### src/rtl/tiny32_bus_arbiter.sv
// tiny32_bus_arbiter
// Two-master round-robin arbiter for the tiny32 memory bus. One master owns
// the shared slave bus at a time; its address/data/strobes are muxed onto the
// slave side and the slave ready/data are routed back to it alone. A per
// transfer watchdog completes accesses that the slave never acknowledges,
// returning ERROR_DATA and raising a sticky error flag.
module tiny32_bus_arbiter #(
  parameter int unsigned TIMEOUT_CYCLES = 255,
  parameter logic [31:0] ERROR_DATA     = 32'hFFFF_FFFF
) (
  input  logic        clk,
  input  logic        reset,
  // master 0
  input  logic [31:0] m0_address,
  input  logic [31:0] m0_data_out,
  output logic [31:0] m0_data_in,
  input  logic        m0_nrd,
  input  logic [3:0]  m0_nwr,
  output logic        m0_ready,
  // master 1
  input  logic [31:0] m1_address,
  input  logic [31:0] m1_data_out,
  output logic [31:0] m1_data_in,
  input  logic        m1_nrd,
  input  logic [3:0]  m1_nwr,
  output logic        m1_ready,
  // shared slave bus
  output logic [31:0] s_address,
  output logic [31:0] s_data_out,
  output logic        s_nrd,
  output logic [3:0]  s_nwr,
  input  logic [31:0] s_data_in,
  input  logic        s_ready,
  // status
  output logic [1:0]  grant,
  output logic        timeout_error,
  output logic        timeout_master,
  input  logic        clear_error
);

  // Watchdog counter width: wide enough to reach TIMEOUT_CYCLES-1, never
  // narrower than 8 bits and never wider than 32 bits.
  localparam int unsigned WD_W_RAW = $clog2({32'd0, TIMEOUT_CYCLES} + 64'd1);
  localparam int unsigned WD_W     = (WD_W_RAW < 8)  ? 8 :
                                     (WD_W_RAW > 32) ? 32 : WD_W_RAW;
  localparam logic [WD_W-1:0] WD_LAST = WD_W'(TIMEOUT_CYCLES - 32'd1);
  localparam bit              WD_ON   = (TIMEOUT_CYCLES != 0);

  // State encoding equals the one-hot grant vector, so grant is the state.
  typedef enum logic [1:0] {
    ST_IDLE = 2'b00,
    ST_OWN0 = 2'b01,
    ST_OWN1 = 2'b10
  } state_t;

  state_t            r_state;
  state_t            w_state_nxt;
  logic              r_last;        // index of the master that last completed
  logic              w_last_nxt;
  logic [WD_W-1:0]   r_wd;
  logic              r_timeout_error;
  logic              r_timeout_master;

  logic              w_req0;
  logic              w_req1;
  logic              w_own_req;     // request of the current owner
  logic              w_other_req;   // request of the non-owner
  logic              w_hit;
  logic              w_done;
  logic              w_owner_idx;

  // A master requests when it drives a read strobe or any byte write strobe.
  function automatic logic is_request(input logic nrd, input logic [3:0] nwr);
    return (nrd == 1'b0) || (nwr != 4'b1111);
  endfunction

  assign w_req0 = is_request(m0_nrd, m0_nwr);
  assign w_req1 = is_request(m1_nrd, m1_nwr);

  // Owner-relative view of the requests and the watchdog/complete condition.
  always_comb begin
    w_own_req   = 1'b0;
    w_other_req = 1'b0;
    w_owner_idx = 1'b0;
    case (r_state)
      ST_OWN0: begin
        w_own_req   = w_req0;
        w_other_req = w_req1;
        w_owner_idx = 1'b0;
      end
      ST_OWN1: begin
        w_own_req   = w_req1;
        w_other_req = w_req0;
        w_owner_idx = 1'b1;
      end
      default: begin
        w_own_req   = 1'b0;
        w_other_req = 1'b0;
        w_owner_idx = 1'b0;
      end
    endcase
    w_hit  = WD_ON && (r_state != ST_IDLE) && (r_wd == WD_LAST);
    w_done = w_own_req && (s_ready || w_hit);
  end

  // Next-state and round-robin pointer update.
  always_comb begin
    w_state_nxt = r_state;
    w_last_nxt  = r_last;
    case (r_state)
      ST_IDLE: begin
        if (w_req0 && w_req1) begin
          // Tie: the master that did not complete last goes first.
          w_state_nxt = r_last ? ST_OWN0 : ST_OWN1;
        end else if (w_req0) begin
          w_state_nxt = ST_OWN0;
        end else if (w_req1) begin
          w_state_nxt = ST_OWN1;
        end
      end
      ST_OWN0, ST_OWN1: begin
        if (w_done) begin
          // The owner's request at this edge is the one being completed, so
          // only the other master can be handed the bus directly.
          w_last_nxt = w_owner_idx;
          if (w_other_req) begin
            w_state_nxt = (r_state == ST_OWN0) ? ST_OWN1 : ST_OWN0;
          end else begin
            w_state_nxt = ST_IDLE;
          end
        end else if (!w_own_req) begin
          // Access abandoned before completion: release without credit.
          w_state_nxt = ST_IDLE;
        end
      end
      default: begin
        w_state_nxt = ST_IDLE;
      end
    endcase
  end

  // Arbiter state register.
  always_ff @(posedge clk or posedge reset) begin
    if (reset) begin
      r_state <= ST_IDLE;
    end else begin
      r_state <= w_state_nxt;
    end
  end

  // Round-robin pointer; reset to 1 so master 0 wins the first tie.
  always_ff @(posedge clk or posedge reset) begin
    if (reset) begin
      r_last <= 1'b1;
    end else begin
      r_last <= w_last_nxt;
    end
  end

  // Watchdog: restarts on any ownership change or completion, otherwise
  // counts granted cycles the slave leaves unacknowledged.
  always_ff @(posedge clk or posedge reset) begin
    if (reset) begin
      r_wd <= '0;
    end else if ((w_state_nxt != r_state) || w_done) begin
      r_wd <= '0;
    end else if (WD_ON && (r_state != ST_IDLE) && !s_ready) begin
      r_wd <= r_wd + WD_W'(1);
    end
  end

  // Sticky timeout flag; a timeout on the same edge as a clear wins.
  always_ff @(posedge clk or posedge reset) begin
    if (reset) begin
      r_timeout_error  <= 1'b0;
      r_timeout_master <= 1'b0;
    end else if (w_done && w_hit) begin
      r_timeout_error  <= 1'b1;
      r_timeout_master <= w_owner_idx;
    end else if (clear_error) begin
      r_timeout_error  <= 1'b0;
    end
  end

  // Slave bus mux: the owner drives the bus, idle parks it inactive.
  always_comb begin
    s_address  = 32'h0;
    s_data_out = 32'h0;
    s_nrd      = 1'b1;
    s_nwr      = 4'b1111;
    case (r_state)
      ST_OWN0: begin
        s_address  = m0_address;
        s_data_out = m0_data_out;
        s_nrd      = m0_nrd;
        s_nwr      = m0_nwr;
      end
      ST_OWN1: begin
        s_address  = m1_address;
        s_data_out = m1_data_out;
        s_nrd      = m1_nrd;
        s_nwr      = m1_nwr;
      end
      default: begin
        s_address  = 32'h0;
        s_data_out = 32'h0;
        s_nrd      = 1'b1;
        s_nwr      = 4'b1111;
      end
    endcase
  end

  // Master responses: ready only to the owner; error data on a watchdog hit.
  always_comb begin
    m0_ready   = (r_state == ST_OWN0) && w_req0 && (s_ready || w_hit);
    m1_ready   = (r_state == ST_OWN1) && w_req1 && (s_ready || w_hit);
    m0_data_in = ((r_state == ST_OWN0) && w_hit) ? ERROR_DATA : s_data_in;
    m1_data_in = ((r_state == ST_OWN1) && w_hit) ? ERROR_DATA : s_data_in;
  end

  assign grant          = r_state;
  assign timeout_error  = r_timeout_error;
  assign timeout_master = r_timeout_master;

endmodule
### config.mk
export PLATFORM = sky130hd
export DESIGN_NAME = tiny32_bus_arbiter
export DESIGN_NICKNAME = d
export VERILOG_FILES = /design/src/rtl/tiny32_bus_arbiter.sv
export SDC_FILE = /design/constraint.sdc
export NUM_CORES = 1
export LEC_CHECK = 0
export BUFFER_PORTS_ARGS = -buffer_cell sky130_fd_sc_hd__buf_4
export CAP_MARGIN = 25
export CELL_PAD_IN_SITES_DETAIL_PLACEMENT = 0
export CELL_PAD_IN_SITES_GLOBAL_PLACEMENT = 1
export CORE_AREA = 2 2 122 124
export DETAILED_ROUTE_END_ITERATION = 6
export DIE_AREA = 0 0 124 126
export GPL_TIMING_DRIVEN = 0
export PLACE_DENSITY_LB_ADDON = 0.15
export SYNTH_ARGS = -nofsm -noshare
export SYNTH_HDL_FRONTEND = slang
export SYNTH_SLANG_ARGS = --single-unit
### constraint.sdc
create_clock -name clk -period 2.2 [get_ports clk]
set_input_delay 0 -clock clk [delete_from_list [all_inputs] [get_ports clk]]
set_output_delay 0 -clock clk [all_outputs]
set_load 0.02 [all_outputs]
# == After elaboration in Yosys (flattened, before gate mapping) ==
# Index checks and enable logic that the tools add are counted.
# classes
add_sub_neg,1
eq_ne,6
n_mux,22
n_bitwise,2
reduce_logical,22
# ops
op,n
32-bit case mux with 2 select lines,2
32-bit two-way mux,2
2-bit two-way mux,8
8-bit two-way mux,2
1-bit logical AND,11
8-bit by 1-bit adder with 8-bit output (second input constant),1
8-bit equality test (second input constant),1
4-bit != test (second input constant),2
4-bit case mux with 2 select lines,1
1-bit case mux with 2 select lines,3
2-bit nonzero test,3
1-bit logical OR,4
2-bit case mux with 2 select lines,1
1-bit two-way mux,3
2-bit by 1-bit equality test with 1-bit output (second input constant),1
2-bit equality test (second input constant),1
2-bit zero test,1
2-bit != test,1
1-bit NOT,2
2-bit AND reduction,1
2-bit OR reduction,1
1-bit zero test,1
# word_totals
register_bits,13
input_bits,174
output_inout_bits,139
elab_cells,58

# == Logic depth before layout (Yosys ltp) ==
# Gate-level depths: netlist (run 1).
# logic_depth
ltp_word,9
mapped_depth,9
depth_no_buf,8

# == Least setup slack after synthesis (run 1) ==
# OpenSTA, ideal clock, no wires.
# synth_timing
path_type,flip-flop to flip-flop
from,"reg r_state[1], in the netlist grant[1]"
to,reg r_wd[1]
setup_ns,0.087
arrival_time_ns,2.058
t_required_ns,2.113
setup_slack_ns,0.055
path_stages_with_launch,9
path_cell_list,dfrtp_1 > inv_1 > ha_1 > nand4b_1 > o21bai_2 > nor2b_1 > a311o_1 > a211o_2 > a211oi_2
# synth_between
elab_chain_cells,9
# synth_lines
element,line,text
start: declaration,56,state_t r_state;
start signal: assignment,147,r_state <= w_state_nxt;
branches (longest 9 deep; another with 8-bit two-way mux),n/a,
end signal: assignment,168,r_wd <= r_wd + WD_W'(1);
end: declaration,60,logic [WD_W-1:0] r_wd;
# Several ways; the timed one is not identified.
# A chain may end at the register's enable or synchronous reset.

# == Worst setup path after layout (run 1) ==
# Same ends and word-level chain as after synthesis.

==> results of run 1 <==
==> cell usage in the layout (no fill, tap or decap), types with 2 or more instances in the layout <==
cell type	n
buf_4	319
a22oi_1	69
nor2b_1	67
nand2b_1	64
nor2_1	15
clkbuf_2	15
nand2_1	14
clkbuf_1	13
dfrtp_1	10
inv_1	5
nand4_1	4
xor2_1	4
ha_1	4
o21ai_0	3
xnor2_1	3
clkbuf_16	3
o21ai_1	2
inv_2	2
and3_2	2
nand2_2	2
mux2_2	2
dfrtp_2	2
dlygate4sd3_1	2
==> final cells by class <==
| type | instances | share of cell area (%) |
|---|---|---|
| well taps | 184 | 4.48 |
| clock buffers | 4 | 1.53 |
| flip-flops and latches | 13 | 6.40 |
| multi-input cells | 281 | 37.4 |
| repair buffers | 321 | 47.0 |
| plain buffers | 29 | 2.65 |
| inverters | 7 | 0.511 |
==> routing by layer <==
metal / track usage, % / vias up / share of wire (%)
met3: 2.04 / 14 / 7.2
met4: 3.04 / 0 / 1.5
met1: 18.0 / 1682 / 38
met2: 30.4 / 164 / 53
met5: 0 / - / 0
li1: - / 1807 / -
==> report_power, final <==
group          leakage (nW)  internal [W]  switching, W  total (W)
combinational          2.36       0.00180       0.00218    0.00399
clock                0.0382      0.000244     0.0000927   0.000337
sequential            0.172      0.000282     0.0000366   0.000319
==> repair_timing <==
| action | in CTS | in global routing |
|---|---|---|
| setup endpoints to repair | 137 | 74 |
| setup buffers | 5 | 2 |
| endpoints found under the hold margin | 13 | 0 |
| pin swaps | 3 | 2 |
| hold buffers | 2 | 0 |
| gates resized for setup | 21 | 13 |
==> sequential cells by signal, indices dropped and copies added, names as in the netlist <==
name,cells
r_wd,8
grant,2
r_last,1
timeout_error,1
timeout_master,1
==> cell families after synthesis <==
group	synth area share, %
XOR/XNOR	2.60
adder cells (fa/ha/maj)	3.19
multiplexers	0.956
AND/OR/NAND/NOR	43.8
flip-flops	13.9
buffers and inverters	6.05
AO/OA/AOI/OAI	29.5
==> stage by stage <==
stage,std cells,setup slack (ns),area (um2),util [%],TNS [ns]
2_1_floorplan,330,0.0553,2360,-,0
3_3_place_gp,826,-0.120,4930,34.4,-0.524
3_5_place_dp,826,-0.120,4930,34.4,-1.04
6_report,839,0.103,5140,35.9,0
5_1_grt,839,-0.000450,5140,35.9,-0.000450
4_1_cts,837,0.00531,5110,35.7,0
==> worst reg2reg max path, stage by stage, from the launching register on <==
cell,delay (ns)
dfrtp_2,0.43
inv_2,0.10
ha_4,0.15
nand4b_1,0.15
o21bai_2,0.11
nor2b_1,0.16
a311o_1,0.37
a211o_4,0.38
a211oi_2,0.16
==> worst paths after layout <==
check                                                   to  depth (start not counted)                  startpoint
worst min register to register  timeout_master$_DFFE_PP0P_                          1  timeout_master$_DFFE_PP0P_
worst max register to register         r_wd[1]$_DFFE_PP0P_                          8          grant[1]$_DFF_PP0_
max in group asynchronous               grant[0]$_DFF_PP0_                          3                       reset
worst max-delay path                   r_wd[1]$_DFFE_PP0P_                          8          grant[1]$_DFF_PP0_
min in group asynchronous              r_wd[4]$_DFFE_PP0P_                          3                       reset
worst min-delay path                   r_wd[0]$_DFFE_PP0P_                          4                     s_ready
==> flow_summary.yaml, run 1 <==
grt:
  grt_use_total_pct: 15.7
  grt_overflow: 0
  grt_first_pass_wirelength_um: 19300
  grt_pass1_vias: 3481
  antenna_found_initial: 0
  grt_max_degree: 14
cells_and_area:
  drive_gt1_share_pct: 55.4
  final-seq-area_um2: 329
  multiInputGateArea_um2: 1920
  diodes: 0
  area_growth_pct: 118
  n_fill_cell: 1545
  fin_nets: 836
clock_tree:
  root_buffer: "clkbuf_16"
  clockBufferDepth: 2
  cts_htree_levels: 1
  cts.reportedPaths.clkPinSlew_ns: 0.04
  clkLatencyLatePin_ns: 0.24
  cts_buffers: 3
  cts_sinks: 13
  cts_tree: "done"
die:
  die_area_um2: 15600
  num_io_pins: 313
  fp.coreArea_um2: 14300
  rows: 44
  die_x_um: 124
  die_h_um: 126
  start_util_pct: 16.5
worst_setup_path:
  cp.buffers_inverters: 1
  slowest_delay_ns: 0.43
  cp-end-kind: "flip-flop"
  cp_slowest_cell: "dfrtp_2"
  cp.arrival_ns: 2.25
  crit_family: "compound AO/OA/AOI/OAI gates"
  critPathRequiredTime_ns: 2.35
  start_kind: "flip-flop"
  cp_max_fo: 8
  crit_chain: "inv_2 > ha_4 > nand4b_1 > o21bai_2 > nor2b_1 > a311o_1 > a211o_4 > a211oi_2"
  rrSetupSlack_ns: 0.10
  critPathKind: "reg -> reg"
logic_synthesis:
  synth.most_common_cell: "a22oi_1"
  seq_area_frac_synth_pct: 13.9
  syn_nets: 510
  yosys.area.top_type: "a22oi_1"
  yosysTopAreaCellShare_pct: 22.0
  syn_area_per_cell_um2: 7.14
  netlist_instances: 330
  ys.warnings.count: 0
  ys_types: 40
  ys_ff_latch: 13
  synth-edff-count: 0
  synth_flop_cell: "dfrtp_1"
  synth_common_cells: "a22oi_1 (69), nor2b_1 (68), nand2b_1 (64)"
  synthesis.area_um2: 2360
  ys_top_cells_by_area: "a22oi_1 (22%), nor2b_1 (18%), nand2b_1 (17%)"
  synthArstFlopShare_pct: 100
sta:
  worst-slew-pin-transition_ns: 0.511
  hold_viol: 0
  fmax_mhz: 477
  maxSlewViolCount: 0
  final.hold.worst_slack_ns: 0.226
  clock-skew-final_ns: 0.00124
  finalCritPeriodShare_pct: 95.3
  setup_viol: 0
  slew_headroom_pct: 65.8
  min_period_ns: 2.10
pwr:
  powerDensity_nw_per_um2: 903
  leakage_nw: 2.57
  ir_worst_vdd_mv: 0.494
  total_power_w: 0.00464
detailed_routing:
  ant_nets: 0
  first_pass_iters: 6
  drc_errors: 0
  wirelength_um: 13700
  drt_first_iter_violations: 187
  viasPerCell: 4.37
  wl_per_cell_um: 16.4
  vias: 3667
worst_hold_path:
  worstHoldPathType: "in -> reg"
placement:
  dp_hpwl_um: 11600
  place.gp.congestion: 0.825
  io_buffers: 312
flow_run:
  drv_cap: 0
outcome:
  status: "finished clean"
No activity file was read; power rests on OpenSTA's default activity.
==> inputs of run 2 (changes only) <==
==> constraint.sdc (replaced) <==
create_clock -name clk -period 2.2 [get_ports clk]
set_input_delay 0.44 -clock clk [delete_from_list [all_inputs] [get_ports clk]]
set_output_delay 0.44 -clock clk [all_outputs]
set_load 0.02 [all_outputs]
==> flow_summary.yaml, run 2 (synthesis results as in run 1) <==
pwr:
  ir_worst_vdd_mv: 0.574
  p_comb_share_pct: 88.5
  leakage_nw: 3.19
  clkPwrFrac_pct: 5.9
  p_sw_share_pct: 46.9
  p_sw_w: 0.00266
  seqPwrFrac_pct: 5.5
  powerDensity_nw_per_um2: 859
  p_int_w: 0.00300
sta:
  setup-tns-final_ns: -3.26
  worst-slew-pin-transition_ns: 0.518
  rsz0062_at_grt: "true"
  slew_headroom_pct: 65.3
  maxSlewViolCount: 0
  fmax_mhz: 435
  clock-skew-final_ns: 0.00125
  setup_viol: 70
  final.hold.worst_slack_ns: 0.234
  setup_ws_ns: -0.0977
  finalCritPeriodShare_pct: 104
  min_period_ns: 2.30
  hold_viol: 0
die:
  fp.coreArea_um2: 14300
  die_x_um: 124
  num_io_pins: 313
  start_util_pct: 16.5
  rows: 44
  die_h_um: 126
  die_area_um2: 15600
cells_and_area:
  top_register: "r_wd"
  drive_gt1_share_pct: 75.8
  fin_cells: 858
  n_fill_cell: 1378
  final_common_cell: "buf_4"
  final_cell_mix: "buf_4 (270), buf_6 (64), nor2b_1 (60)"
  area_growth_pct: 180
  final-seq-area_um2: 329
  multiInputGateArea_um2: 2660
  largest_register_ffs: 8
  fin_nets: 854
placement:
  dp_hpwl_um: 12200
  place.gp.congestion: 0.832
  post-place-cells: 826
  io_buffers: 312
flow_run:
  drv_cap: 0
grt:
  grt_use_total_pct: 17.8
  grt_max_degree: 14
  grt_first_pass_wirelength_um: 21800
  grt_pass1_vias: 3991
  antenna_found_initial: 1
  grt_overflow: 0
detailed_routing:
  drt_first_iter_violations: 89
  ant_nets: 0
  wirelength_um: 16000
  wl_per_cell_um: 18.7
  drc_errors: 0
  viasPerCell: 4.53
  vias: 3884
  first_pass_iters: 4
clock_tree:
  postCtsHoldBufs: 0
  cts_buffers: 3
  cts_htree_levels: 1
  clkLatencyLatePin_ns: 0.24
  cts_tree: "done"
  cts_sinks: 13
  root_buffer: "clkbuf_16"
  cts.reportedPaths.clkPinSlew_ns: 0.04
  clockBufferDepth: 2
worst_setup_path:
  crit_chain: "inv_4 > ha_4 > nand4b_1 > nor2_4 > buf_12 > nand2_8 > buf_8 > nand2b_1 > buf_6"
  cp_slowest_cell: "dfrtp_2"
  start_kind: "flip-flop"
  slowest_delay_ns: 0.39
  cp.arrival_ns: 1.86
  crit_family: "simple AND/OR/NAND/NOR gates"
  reg2reg_depth: 8
  critPathKind: "reg -> out"
  cp-end-kind: "output pin"
  critPathRequiredTime_ns: 1.76
  cp.depth: 9
  cp.buffers_inverters: 4
  cp_max_fo: 7
outcome:
  violations: "setup timing"
  status: "complete, but fails checks"
worst_hold_path:
  worstHoldPathType: "in -> async"
run 2: worst register-to-register path: stages (launching register included):
cell,delay (ns)
dfrtp_2,0.42
buf_4,0.15
ha_2,0.21
buf_8,0.16
o21ai_2,0.13
a21boi_4,0.13
a311o_1,0.35
a211o_4,0.39
a211oi_2,0.21
run 2: power groups by stage:
stage / Combinational (W) / Clock, W / Sequential [W]
final: 0.00501 / 0.000336 / 0.000312
after global routing: 0.00536 / 0.000356 / 0.000315
after CTS: 0.00443 / 0.000343 / 0.000313
after detailed placement: 0.00385 / 0 / 0.000334
after global placement: 0.00383 / 0 / 0.000334
after floorplan: 0.00229 / 0 / 0.000337
run 2: repair_timing:
action,4_1_cts,5_1_grt
endpoints found under the setup margin,143,143
pin swaps,4,15
cloned,5,3
setup buffers,11,9
gates resized for setup,135,166
hold endpoints to repair,0,0
run 2: final cells by class:
cell class | instances | area share, %
inverters | 7 | 0.437
flip-flops and latches | 13 | 4.99
well taps | 184 | 3.49
clock buffers | 4 | 1.20
diodes | 1 | 0.0380
repair buffers | 339 | 43.7
multi-input cells | 281 | 40.4
plain buffers | 29 | 5.71
run 2: per-stage QoR:
| stage | util [%] | instance area (um2) | worst slack, ns | power, W |
|---|---|---|---|---|
| 6_report | 46.0 | 6590 | -0.0977 | 0.00566 |
| 5_1_grt | 46.0 | 6590 | -0.144 | 0.00603 |
| 4_1_cts | 39.9 | 5710 | -0.0950 | 0.00508 |
| 3_5_place_dp | 34.5 | 4940 | -0.498 | 0.00418 |
| 3_3_place_gp | 34.5 | 4940 | -0.408 | 0.00417 |
| 2_1_floorplan | - | 2370 | 0.0318 | 0.00263 |
run 2: worst paths after layout:
check	start	endpoint	slack, ns
max	grant[1]$_DFF_PP0_	m0_data_in[10]	-0.1
min in group clk	clear_error	timeout_error$_DFFE_PP0P_	0.39
min reg2reg	timeout_master$_DFFE_PP0P_	timeout_master$_DFFE_PP0P_	0.52
min	reset	r_wd[6]$_DFFE_PP0P_	0.23
max in group asynchronous	reset	grant[1]$_DFF_PP0_	1.60
max reg2reg	grant[0]$_DFF_PP0_	r_wd[1]$_DFFE_PP0P_	-0.04
run 2: per-layer routing:
layer,vias to the layer above,global-route usage (%),wire length (um)
li1,1845,-,-
met1,1844,17.5,5480
met2,185,38.0,9160
met3,10,3.62,1180
met4,0,1.65,223
met5,-,0,0
==> inputs of run 3 (changes only) <==
- CELL_PAD_IN_SITES_DETAIL_PLACEMENT: 0 -> default
- CELL_PAD_IN_SITES_GLOBAL_PLACEMENT: 1 -> default
- SLEW_MARGIN: default -> 20
==> flow_summary.yaml, run 3 (synthesis results as in run 1) <==
cells_and_area:
  drive_gt1_share_pct: 73.4
  final_common_cell: "buf_4"
  fin_cells: 854
  fin_nets: 851
  top_register: "r_wd"
  fin_area_um2: 6420
  largest_register_ffs: 8
  diodes: 0
  final_cell_mix: "buf_4 (270), buf_6 (67), nor2b_1 (61)"
  area_growth_pct: 172
  n_fill_cell: 1375
worst_hold_path:
  worstHoldPathType: "in -> async"
clock_tree:
  cts.reportedPaths.clkPinSlew_ns: 0.04
  cts_sinks: 13
  clkLatencyLatePin_ns: 0.24
  clockBufferDepth: 2
  root_buffer: "clkbuf_16"
  cts_htree_levels: 1
  cts_tree: "done"
  cts_buffers: 3
  postCtsHoldBufs: 0
detailed_routing:
  viasPerCell: 4.48
  ant_nets: 0
  wirelength_um: 15400
  vias: 3824
  drt_first_iter_violations: 132
  wl_per_cell_um: 18.0
  first_pass_iters: 4
  drc_errors: 0
outcome:
  status: "complete, but fails checks"
  violations: "setup timing"
pwr:
  ir_worst_vdd_mv: 0.542
  leakage_nw: 3.16
  powerDensity_nw_per_um2: 849
worst_setup_path:
  cp-end-kind: "output pin"
  critPathRequiredTime_ns: 1.76
  cp_max_fo: 8
  start_kind: "flip-flop"
  critPathKind: "reg -> out"
  cp.arrival_ns: 1.86
sta:
  worst-slew-pin-transition_ns: 0.499
  rsz0062_at_grt: "true"
  clock-skew-final_ns: 0.000576
  setup_ws_ns: -0.101
  maxSlewViolCount: 0
  slew_headroom_pct: 66.6
  hold_viol: 0
  finalCritPeriodShare_pct: 105
  fmax_mhz: 435
  min_period_ns: 2.30
  setup_viol: 66
  setup-tns-final_ns: -4.49
grt:
  grt_pass1_vias: 3714
  grt_overflow: 0
  grt_first_pass_wirelength_um: 20600
  grt_use_total_pct: 17.0
  grt_max_degree: 14
  antenna_found_initial: 0
die:
  start_util_pct: 16.5
  fp.coreArea_um2: 14300
  die_x_um: 124
  rows: 44
  die_h_um: 126
  num_io_pins: 313
  die_area_um2: 15600
flow_run:
  drv_cap: 0
placement:
  dp_hpwl_um: 12000
  dpl_cell_area_um2: 4940
  io_buffers: 312
  place.gp.congestion: 0.951
  post-place-cells: 826
[run 3: cell count changes in the layout (fill, tap and decap cells not counted), sizes merged]
cell	before	now
buf	353	352
diode	1	0
clkbuf	19	17
[run 3: layer usage]
layer	up-vias	GRT usage (%)	part of all wire [%]
met1	1805	19.4	37
met2	168	34.0	55
met5	-	0	0
met3	8	1.59	6.1
met4	0	2.31	0.92
li1	1843	-	-
[run 3: final cells by class]
type	instances	area (um2)	share of cell area, %
buffer	29	333	5.19
clock buffer	4	78.8	1.23
inverter	7	28.8	0.449
multi-input combinational	281	2560	40.0
sequential	13	329	5.13
tap	184	230	3.59
timing repair buffer	336	2850	44.5
[run 3: worst max-delay path, cell delays in order (launching register included)]
cell and delay, ns:
dfrtp_2 0.40, inv_4 0.06, ha_4 0.16, nand4b_1 0.24, nor2_4 0.15, buf_12 0.14, nand2_8 0.09, buf_8 0.15
nand2b_1 0.10, buf_6 0.13
[run 3: path summary, 6_finish.rpt]
path | from | to | slack [ns] | cells after the start
hold / removal | reset | timeout_error$_DFFE_PP0P_ | 0.23 | 2
setup reg to reg | grant[1]$_DFF_PP0_ | r_wd[1]$_DFFE_PP0P_ | -0.07 | 9
min in group clk | clear_error | timeout_error$_DFFE_PP0P_ | 0.39 | 2
setup / recovery | grant[1]$_DFF_PP0_ | m0_data_in[2] | -0.10 | 9
hold reg to reg | timeout_error$_DFFE_PP0P_ | timeout_error$_DFFE_PP0P_ | 0.52 | 2
max in group asynchronous | reset | grant[0]$_DFF_PP0_ | 1.62 | 2
[run 3: per-stage QoR]
step,hold WS [ns],total power [W],worst slack (ns),utilization [%]
after floorplan,0.316,0.00263,0.0318,-
after global placement,0.500,0.00419,-0.403,34.5
after detailed placement,0.505,0.00422,-0.467,34.5
after CTS,0.252,0.00498,-0.105,38.7
after global routing,0.276,0.00581,-0.188,44.8
final,0.225,0.00545,-0.101,44.8
[run 3: timing repair]
action,in CTS,in global routing
hold endpoints to repair,0,0
endpoints found under the setup margin,143,143
gates cloned,3,4
gates resized for setup,114,166
pin swaps,5,15
buffers inserted,10,8
[run 3: power breakdown]
part	total, W	switching, W	internal [W]
clock	0.000340	0.0000955	0.000244
sequential	0.000315	0.0000333	0.000282
combinational	0.00479	0.00248	0.00232
total	0.00545	0.00260	0.00284
